--- config.mk ---
export PLATFORM = sky130hd
export DESIGN_NAME = acq_run_sequencer
export DESIGN_NICKNAME = d
export VERILOG_FILES = /design/src/rtl/acq_run_sequencer_pkg.sv /design/src/rtl/acq_run_sequencer_cycle_timer.sv /design/src/rtl/acq_run_sequencer.sv
export SDC_FILE = /design/constraint.sdc
export NUM_CORES = 1
export LEC_CHECK = 0
export CAP_MARGIN = 20
export CORE_MARGIN = 4
export CORE_UTILIZATION = 45
export CTS_BUF_LIST = sky130_fd_sc_hd__clkbuf_8
export DETAILED_ROUTE_END_ITERATION = 8
export GPL_ROUTABILITY_DRIVEN = 0
export HOLD_SLACK_MARGIN = 0.1
export PLACE_DENSITY = 0.74
export SKIP_LAST_GASP = 1
export SYNTH_ARGS = -nofsm -noshare
export SYNTH_HDL_FRONTEND = slang
export SYNTH_HIERARCHICAL = 1
export SYNTH_SLANG_ARGS = --single-unit
--- constraint.sdc ---
create_clock -name clk -period 4.8 [get_ports clk]
set_input_delay 0.96 -clock clk [delete_from_list [all_inputs] [get_ports clk]]
set_output_delay 0.96 -clock clk [all_outputs]
set_load 0.02 [all_outputs]
--- src/rtl/acq_run_sequencer_pkg.sv ---
// Shared definitions for the acquisition run sequencer: FSM encoding and
// the bit layout of the two packer configuration words.
package acq_run_sequencer_pkg;

  localparam logic [2:0] ST_IDLE  = 3'd0;
  localparam logic [2:0] ST_RESET = 3'd1;
  localparam logic [2:0] ST_ARM   = 3'd2;
  localparam logic [2:0] ST_RUN   = 3'd3;
  localparam logic [2:0] ST_FLUSH = 3'd4;
  localparam logic [2:0] ST_DONE  = 3'd5;

  localparam int CR1_LEN_LSB    = 0;
  localparam int CR1_WIDTH_LSB  = 13;
  localparam int CR1_ADC_SEL    = 20;
  localparam int CR1_AUTO_ADC   = 21;
  localparam int CR1_HALF_SHIFT = 22;
  localparam int CR1_OFFSET_LSB = 23;
  localparam int CR2_SWITCH_LSB = 0;

  function automatic logic [31:0] packCfg1(
    input logic [12:0] frameLen,
    input logic [6:0]  pulseWidth,
    input logic        adcSel,
    input logic        autoAdc,
    input logic        halfShift,
    input logic [8:0]  pulseOffset
  );
    logic [31:0] w;
    w = '0;
    w[CR1_LEN_LSB +: 13]    = frameLen;
    w[CR1_WIDTH_LSB +: 7]   = pulseWidth;
    w[CR1_ADC_SEL]          = adcSel;
    w[CR1_AUTO_ADC]         = autoAdc;
    w[CR1_HALF_SHIFT]       = halfShift;
    w[CR1_OFFSET_LSB +: 9]  = pulseOffset;
    return w;
  endfunction

  // Upper byte is reserved and always reads zero.
  function automatic logic [31:0] packCfg2(input logic [23:0] switchCount);
    logic [31:0] w;
    w = '0;
    w[CR2_SWITCH_LSB +: 24] = switchCount;
    return w;
  endfunction

endpackage

--- src/rtl/acq_run_sequencer_cycle_timer.sv ---
// Loadable down-counter; expired is high once the count has reached zero.
module acq_cycle_timer #(
  parameter int W = 16
) (
  input  logic         clk,
  input  logic         rst,
  input  logic         load,
  input  logic [W-1:0] loadVal,
  output logic         expired
);

  logic [W-1:0] cnt;

  always_ff @(posedge clk or negedge rst) begin
    if (!rst)            cnt <= '0;
    else if (load)       cnt <= loadVal;
    else if (cnt != '0)  cnt <= cnt - 1'b1;
  end

  assign expired = (cnt == '0);

endmodule

--- src/rtl/acq_run_sequencer.sv ---
// Run-level controller for the dual-ADC packer: shadows the host settings,
// sequences reset/settle/acquire, counts frames and handles abort/overflow.
module acq_run_sequencer
  import acq_run_sequencer_pkg::*;
#(
  parameter int RST_CYCLES  = 16,
  parameter int ARM_CYCLES  = 8,
  parameter int FRAME_CNT_W = 16
) (
  input  logic                   clk,
  input  logic                   rst,
  input  logic                   cmd_start,
  input  logic                   cmd_abort,
  input  logic [FRAME_CNT_W-1:0] cmd_frames,
  input  logic [12:0]            cfg_frame_len,
  input  logic [6:0]             cfg_pulse_width,
  input  logic [8:0]             cfg_pulse_offset,
  input  logic                   cfg_adc_sel,
  input  logic                   cfg_auto_adc,
  input  logic                   cfg_half_shift,
  input  logic [23:0]            cfg_switch_count,
  input  logic                   word_strobe,
  input  logic                   fifo_full,
  output logic [31:0]            config_reg_1,
  output logic [31:0]            config_reg_2,
  output logic                   packer_rst,
  output logic                   busy,
  output logic                   done,
  output logic                   overflow,
  output logic [FRAME_CNT_W-1:0] frames_done
);

  localparam int TW = 16;
  localparam logic [TW-1:0] RST_LOAD = TW'(RST_CYCLES - 1);
  localparam logic [TW-1:0] ARM_LOAD = TW'(ARM_CYCLES - 1);

  logic [2:0]             state, stateNext;
  logic [13:0]            wordCnt;
  logic [FRAME_CNT_W-1:0] cmdFramesQ, framesInc;
  logic                   tLoad, tExpired, startAcc, cntStrobe, frameEnd;
  logic [TW-1:0]          tVal;

  acq_cycle_timer #(.W(TW)) uTimer (
    .clk     (clk),
    .rst     (rst),
    .load    (tLoad),
    .loadVal (tVal),
    .expired (tExpired)
  );

  assign frameEnd  = (wordCnt == {1'b0, config_reg_1[CR1_LEN_LSB +: 13]});
  assign framesInc = (&frames_done) ? frames_done : frames_done + 1'b1;

  always_comb begin
    stateNext = state;
    tLoad     = 1'b0;
    tVal      = RST_LOAD;
    startAcc  = 1'b0;
    cntStrobe = 1'b0;
    case (state)
      ST_IDLE: if (cmd_start) begin
        startAcc  = 1'b1;
        tLoad     = 1'b1;
        stateNext = ST_RESET;
      end
      ST_RESET:
        if (cmd_abort) stateNext = ST_FLUSH;
        else if (tExpired) begin
          tLoad     = 1'b1;
          tVal      = ARM_LOAD;
          stateNext = ST_ARM;
        end
      ST_ARM:
        if (cmd_abort)     stateNext = ST_FLUSH;
        else if (tExpired) stateNext = ST_RUN;
      // fifo_full outranks abort, which outranks a same-cycle strobe
      ST_RUN:
        if (fifo_full || cmd_abort) stateNext = ST_FLUSH;
        else if (word_strobe) begin
          cntStrobe = 1'b1;
          if (frameEnd && cmdFramesQ != '0 && framesInc == cmdFramesQ)
            stateNext = ST_DONE;
        end
      ST_FLUSH: if (!fifo_full) stateNext = ST_DONE;
      ST_DONE:  stateNext = ST_IDLE;
      default:  stateNext = ST_IDLE;
    endcase
  end

  always_ff @(posedge clk or negedge rst) begin
    if (!rst) begin
      state        <= ST_IDLE;
      wordCnt      <= '0;
      cmdFramesQ   <= '0;
      frames_done  <= '0;
      overflow     <= 1'b0;
      config_reg_1 <= '0;
      config_reg_2 <= '0;
      packer_rst   <= 1'b1;
      busy         <= 1'b0;
      done         <= 1'b0;
    end else begin
      state      <= stateNext;
      packer_rst <= !(state == ST_ARM || state == ST_RUN);
      busy       <= (state != ST_IDLE);
      done       <= (state == ST_DONE);
      if (startAcc) begin
        config_reg_1 <= packCfg1(cfg_frame_len, cfg_pulse_width, cfg_adc_sel,
                                 cfg_auto_adc, cfg_half_shift, cfg_pulse_offset);
        config_reg_2 <= packCfg2(cfg_switch_count);
        cmdFramesQ   <= cmd_frames;
        wordCnt      <= '0;
        frames_done  <= '0;
        overflow     <= 1'b0;
      end else if (cntStrobe) begin
        if (frameEnd) begin
          wordCnt     <= '0;
          frames_done <= framesInc;
        end else begin
          wordCnt <= wordCnt + 1'b1;
        end
      end
      if (state == ST_RUN && fifo_full) overflow <= 1'b1;
    end
  end

endmodule

==> out/results.tsv, run 1 <==
stage	metric	value	unit
run_status	status	finished, final reports clean	
clock_tree	CTS resizes	0	
synth	Synth top area share	47.4	%
power_and_ir_drop	switch share	38.9	%
route	vias	5725	
power_and_ir_drop	Tot Pwr	4.65	mW
final_layout	ant diodes	0	
route	Final ANT Viol Nets	0	
die	core footprint	14000	sq um
synth	yosys warns	6	
sta	post-route clock skew	0.0162	ns
grt	global-route wire length before repair	28100	um
final_layout	# fillers	1212	
route	drt initial violations	359	
final_layout	Area Overhead vs Synth	31.8	%
clock_tree	Reg clk slew, reported paths	0.07	ns
run	maxcap violations	0	
synth	most frequent cell after synthesis	nand2_1	
synth	largest area contributor in the netlist	dfrtp_1	
power_and_ir_drop	VDD IR max	398	uV
die	die height	129	um
critical_path	Critical Path RT	5.12	ns
placed_design	dpl hpwl	12100	um
route	first drt pass iteration count	5	
grt	initial antenna violation count	0	
critical_path	critical path type	flip-flop to flip-flop	
sta	worst hold-check slack	0.472	ns
route	DRC Markers	0	
clock_tree	CTS HTree Levels	4	
clock_tree	Sinks on Clock Net	125	
power_and_ir_drop	Clock power frac	21.0	%
final_layout	fraction of layout instances using a drive strength above 1	7.24	%
die	Starting Density	46.6	%
critical_path	startpoint types	flip-flop	
placed_design	Place WS	1.49	ns
synth	Synth Area per Inst	8.79	sq um
synth	post-synthesis cell count	744	
power_and_ir_drop	Power Density	540	nW/um^2
sta	crit share post-route	63.6	%
power_and_ir_drop	Sequential Power Share	38.7	%
sta	worst slew pin tran	0.964	ns
power_and_ir_drop	part of the power in combinational logic	40.3	%
grt	vias in the first global route	5667	
critical_path	Worst EP arrival	3.37	ns
die	die area	16500	sq um
die	IO Count	162	
power_and_ir_drop	Switch Pwr	1.81	mW
synth	top cells by area, synth	dfrtp_1 (47%), nand2_1 (15%), xor2_1 (3.2%)	
synth	top cells by count, synth	nand2_1 (253), dfrtp_1 (124), nor2_1 (29)	
sta	Final setup viols	0	
critical_path	crit end category	flip-flop	
critical_path	Worst R2R Path Depth	8	
clock_tree	postcts setup bufs	0	
critical_path	Worst Path Max Fanout	10	
synth	post-synthesis cell type count	70	
clock_tree	CTS Buf Count	17	
route	Wirelength per Cell	15.8	um
synth	Synth async-reset ratio	100	%
power_and_ir_drop	Pint	2.85	mW
die	Chip Width	129	um
clock_tree	CTS tree	done	
grt	grt ovf	0	
clock_tree	Max Root-Sink Buffers	2	
synth	predominant post-synthesis flop cell	dfrtp_1	
route	WL final	17200	um
worst_hold_path	Worst Hold Depth	2	
clock_tree	clk root buf	clkbuf_8	
sta	Slew Limit Fails	0	
sta	FMAX	328	MHz
clock_tree	Clk Latency, worst-skew pair	0.44	ns
sta	Setup TNS	0	ns
placed_design	IO buf count	153	
synth	flops & latches, synth	125	
final_layout	# nets final	979	
power_and_ir_drop	leak pwr	3.90	nW
synth	register area share after synthesis	47.8	%
die	Rows	43	
sta	RSZ-0062 raised after global routing	no	
sta	final worst slack	1.75	ns
grt	pin count of the biggest net entering global routing	76	
sta	final-report hold violation count	0	
synth	Synth Cell Area	6540	sq um
grt	GRT Resource Usage Total	21.2	%
clock_tree	hold buffer count at cts	0	
sta	worst relative slew slack	35.7	%
sta	fin crit period	3.05	ns
worst_hold_path	type of the most critical hold path	flip-flop to flip-flop	
synth	Post-synth EDFFs	0	
route	DR vias/cell	5.25	
==> placed cells by master, fill, tap and decap left out, types with 4 or more instances in the layout <==
master,count
a21oi_1,16
a311oi_1,5
a31oi_1,5
and3_1,13
buf_4,8
clkbuf_8,20
clkdlybuf4s50_1,152
conb_1,23
dfrtp_1,124
inv_1,17
mux2i_1,4
nand2_1,252
nand2b_1,10
nand3_1,17
nand4_1,12
nor2_1,29
nor3_1,10
nor4_1,13
nor4_2,5
o211a_1,6
o211ai_1,8
o21ai_0,23
o31ai_1,10
or3_1,7
or4_1,5
xnor2_1,18
xor2_1,24
==> worst max-delay path, stage by stage (launching register included) <==
cell and delay, ns:
dfrtp_1 0.54, ha_1 0.31, nand3_2 0.22, nor4_2 0.66, o21ai_1 0.18, a2111oi_2 0.35
and4b_1 0.27, a311oi_1 0.10, o31a_1 0.30
==> kinds of logic (layout without fill, tap and decap cells) <==
logic type | after synthesis | count (layout) | share of synthesized area, %
AND/OR/NAND/NOR | 407 | 407 | 29.9
flip-flops | 125 | 125 | 47.8
AO/OA/AOI/OAI | 99 | 99 | 10.7
buffers and inverters | 60 | 206 | 4.30
XOR/XNOR | 42 | 42 | 5.62
multiplexers | 6 | 6 | 0.956
adder cells (fa/ha/maj) | 3 | 3 | 0.574
other | 2 | 23 | 0.115
==> through the flow <==
step	util, %	instance area (sq um)	instances
after detailed placement	58.4	8200	1059
after global routing	61.4	8620	1091
final	61.4	8620	1091
after CTS	61.4	8620	1091
after global placement	58.4	8200	1058
after floorplan	-	6620	765
==> worst paths after layout <==
path                                 start              end  slack [ns]
max                         frames_done[0]         state[1]        1.75
max reg2reg                 frames_done[0]         state[1]        1.75
min reg2reg                config_reg_2[0]  config_reg_2[0]        0.47
min                        config_reg_2[0]  config_reg_2[0]        0.47
min in group asynchronous              rst  frames_done[11]        0.67
max in group asynchronous              rst  config_reg_2[1]        3.17
==> metal layers <==
metal	vias up	track usage [%]	share of wire (%)
li1	2824	-	-
met5	-	0	0
met2	212	32.2	45
met1	2674	27.8	44
met4	0	6.05	1.1
met3	15	9.22	9.8
==> cell type report <==
class	count	area [sq um]	area share (%)
tap	180	225	2.61
clock buffer	20	275	3.19
timing repair buffer	161	1590	18.4
multi-input combinational	580	3210	37.3
inverter	13	48.8	0.566
sequential	125	3130	36.3
clock inverter	12	145	1.68
==> power groups by stage <==
| stage | Sequential [mW] | Clock, mW | Combinational [mW] |
|---|---|---|---|
| floorplan | 2.01 | 0 | 0.871 |
| global placement | 1.80 | 0 | 1.87 |
| detailed placement | 1.80 | 0 | 1.89 |
| CTS | 1.80 | 1.00 | 1.90 |
| global route | 1.85 | 1.04 | 2.06 |
| finish | 1.80 | 0.977 | 1.88 |
==> flip-flops by register name (all words and copies together) (netlist names) <==
register,count
done,1
busy,1
uTimer/cnt,16
overflow,1
config_reg_1,32
wordCnt,14
cmdFramesQ,16
state,3
frames_done,16
packer_rst,1
config_reg_2,24
Power figures use the tool's default switching activity.
==> run 2, diff against run 1 <==
==> constraint.sdc (replaced) <==
create_clock -name clk -period 3.1 [get_ports clk]
set_input_delay 0.62 -clock clk [delete_from_list [all_inputs] [get_ports clk]]
set_output_delay 0.62 -clock clk [all_outputs]
set_load 0.02 [all_outputs]
==> run 2 against run 1 <==
Against the previous run: fmax grew 11%; non-clock buffer count up 9; clock skew fell by 0.0028 ns; clock power is 63% higher; register-to-register slack worse by 1.4 ns; critical path type unchanged; wire length rose by 2.8%; count of clock-buffer cells in the layout fell by 2; critical path depth down 1; sequential share of layout area decreased by 0.57 points.
==> out/results.tsv, run 2 (synthesis gave the netlist of run 1 again) <==
stage	metric	value	unit	change
route	Final ANT Viol Nets	0		unchanged
critical_path	crit-path max cell delay	0.64	ns	-0.02 ns
grt	global-route wire length before repair	29200	um	+3.7%
sta	Slew Limit Fails	0		unchanged
sta	final-report hold violation count	0		unchanged
clock_tree	Clk Latency, worst-skew pair	0.45	ns	about the same
final_layout	fraction of layout instances using a drive strength above 1	8.48	%	+1.2 points
final_layout	Final Cell Area	8760	sq um	+1.6%
critical_path	Worst Path Max Fanout	14		+4
sta	worst relative slew slack	34.0	%	-1.7 points
power_and_ir_drop	leak pwr	3.97	nW	+1.9%
final_layout	Area Overhead vs Synth	33.9	%	
sta	worst slew pin tran	0.982	ns	+0.0171 ns
route	metal3 WL	1970	um	+17%
final_layout	post-layout util	62.4	%	+0.98 points
clock_tree	Reg clk slew, reported paths	0.08	ns	about the same
placed_design	DP Cell Count	1068		+0.85%
placed_design	Place WS	0.345	ns	-1.15 ns
die	core footprint	14000	sq um	unchanged
sta	post-route clock skew	0.0135	ns	-0.00278 ns
route	M1 WL	7480	um	-0.45%
placed_design	Area after DPL	8320	sq um	+1.5%
critical_path	Slowest cell on crit path	or4_4		
critical_path	FF-to-FF Start	frames_done[8]		
sta	Setup TNS	0	ns	unchanged
final_layout	commonest cells after routing, fill and taps aside	nand2_1 (252), clkdlybuf4s50_1 (152), dfrtp_1 (124)		
critical_path	reg-to-reg endpoint	state[1]		
route	DRC Markers	0		unchanged
critical_path	CP top delay family	simple AND/OR/NAND/NOR gates		
placed_design	dpl hpwl	12800	um	+5.8%
sta	Final setup viols	0		unchanged
route	first drt pass iteration count	5		unchanged
die	IO Count	162		unchanged
sta	fin crit period	2.75	ns	-0.299 ns
grt	initial antenna violation count	0		unchanged
clock_tree	Sinks on Clock Net	125		unchanged
power_and_ir_drop	Power Density	840	nW/um^2	+56%
sta	worst hold-check slack	0.191	ns	-0.281 ns
route	max layer used	met4		
final_layout	final std cells w/o fill	1100		+0.82%
run	maxcap violations	0		unchanged
critical_path	crit end category	flip-flop		
final_layout	max reg flops	32		unchanged
sta	RSZ-0062 raised after global routing	no		
route	DR vias/cell	5.35		+1.9%
route	drt initial violations	499		+39%
critical_path	setup slack, reg-to-reg	0.35	ns	-1.40 ns
clock_tree	clk root buf	clkbuf_8		
grt	GRT Resource Usage Total	22.1	%	+0.93 points
worst_hold_path	type of the most critical hold path	input pin to async pin		
die	Rows	43		unchanged
die	die height	129	um	unchanged
critical_path	CP startpoint	frames_done[8]		
power_and_ir_drop	VDD IR max	600	uV	+51%
clock_tree	CTS HTree Levels	4		unchanged
sta	crit share post-route	88.8	%	+25 points
sta	final worst slack	0.347	ns	-1.40 ns
placed_design	IO buf count	153		unchanged
critical_path	Critical Path RT	3.44	ns	-1.68 ns
route	met2 wire length	7880	um	+0.94%
critical_path	Worst EP arrival	3.09	ns	-0.28 ns
final_layout	biggest registers after layout	config_reg_1 x32, config_reg_2 x24		
route	Wirelength per Cell	16.1	um	+2.0%
route	vias	5882		+2.7%
final_layout	most common cell after layout, fill and taps aside	nand2_1		
clock_tree	CTS resizes	0		unchanged
final_layout	ant diodes	0		unchanged
clock_tree	Max Root-Sink Buffers	2		unchanged
clock_tree	hold buffer count at cts	0		unchanged
clock_tree	postcts setup bufs	0		unchanged
power_and_ir_drop	Tot Pwr	7.36	mW	+58%
route	WL final	17700	um	+2.8%
critical_path	startpoint types	flip-flop		
run_status	status	finished, final reports clean		
die	Starting Density	46.6	%	unchanged
critical_path	critical path type	flip-flop to flip-flop		
final_layout	# nets final	988		+0.92%
clock_tree	CTS tree	done		
critical_path	Critical Path, Cell by Cell	nand4_4, or4_4, and3_1, o22a_1, nor4_2, a311oi_1, o31a_1		
grt	pin count of the biggest net entering global routing	80		+5.3%
final_layout	Top reg by flops	config_reg_1		
sta	FMAX	363	MHz	+11%
grt	grt ovf	0		unchanged
critical_path	Buffers & Inverters on Critical Path	0		unchanged
critical_path	Worst R2R Path Depth	7		-1
clock_tree	CTS Buf Count	17		unchanged
die	die area	16500	sq um	unchanged
final_layout	# fillers	1163		-4.0%
die	Chip Width	129	um	unchanged
grt	vias in the first global route	5833		+2.9%
-- run 2: area by class of cell --
type | count | area (sq um) | area share [%]
Timing Repair Buffer | 170 | 1710 | 19.5
Inverter | 13 | 48.8 | 0.557
Tap cell | 180 | 225 | 2.57
Clock inverter | 14 | 190 | 2.17
Sequential cell | 125 | 3130 | 35.7
Multi-Input combinational cell | 580 | 3210 | 36.7
Clock buffer | 18 | 248 | 2.83
-- run 2: worst max-delay path by stage --
stage,to,slack [ns],cells past startpoint
finish,state[1],0.35,7
CTS,state[1],0.38,8
detailed placement,frames_done[11],0.34,7
global placement,state[1],0.44,7
global route,state[1],0.16,7
floorplan,state[1],0.34,8
-- run 2: report_power, final --
part	switching, mW	internal [mW]	total (mW)	leakage (nW)
clock	0.689	0.900	1.59	0.225
sequential	0.563	2.22	2.79	1.59
combinational	1.62	1.37	2.98	2.16
-- run 2: per-layer routing --
metal  vias to the layer above  global-route usage [%]
met1                      2740                    28.4
met4                         0                    7.35
met3                        44                    10.2
li1                       2845                       -
met5                         -                       0
met2                       253                    33.3
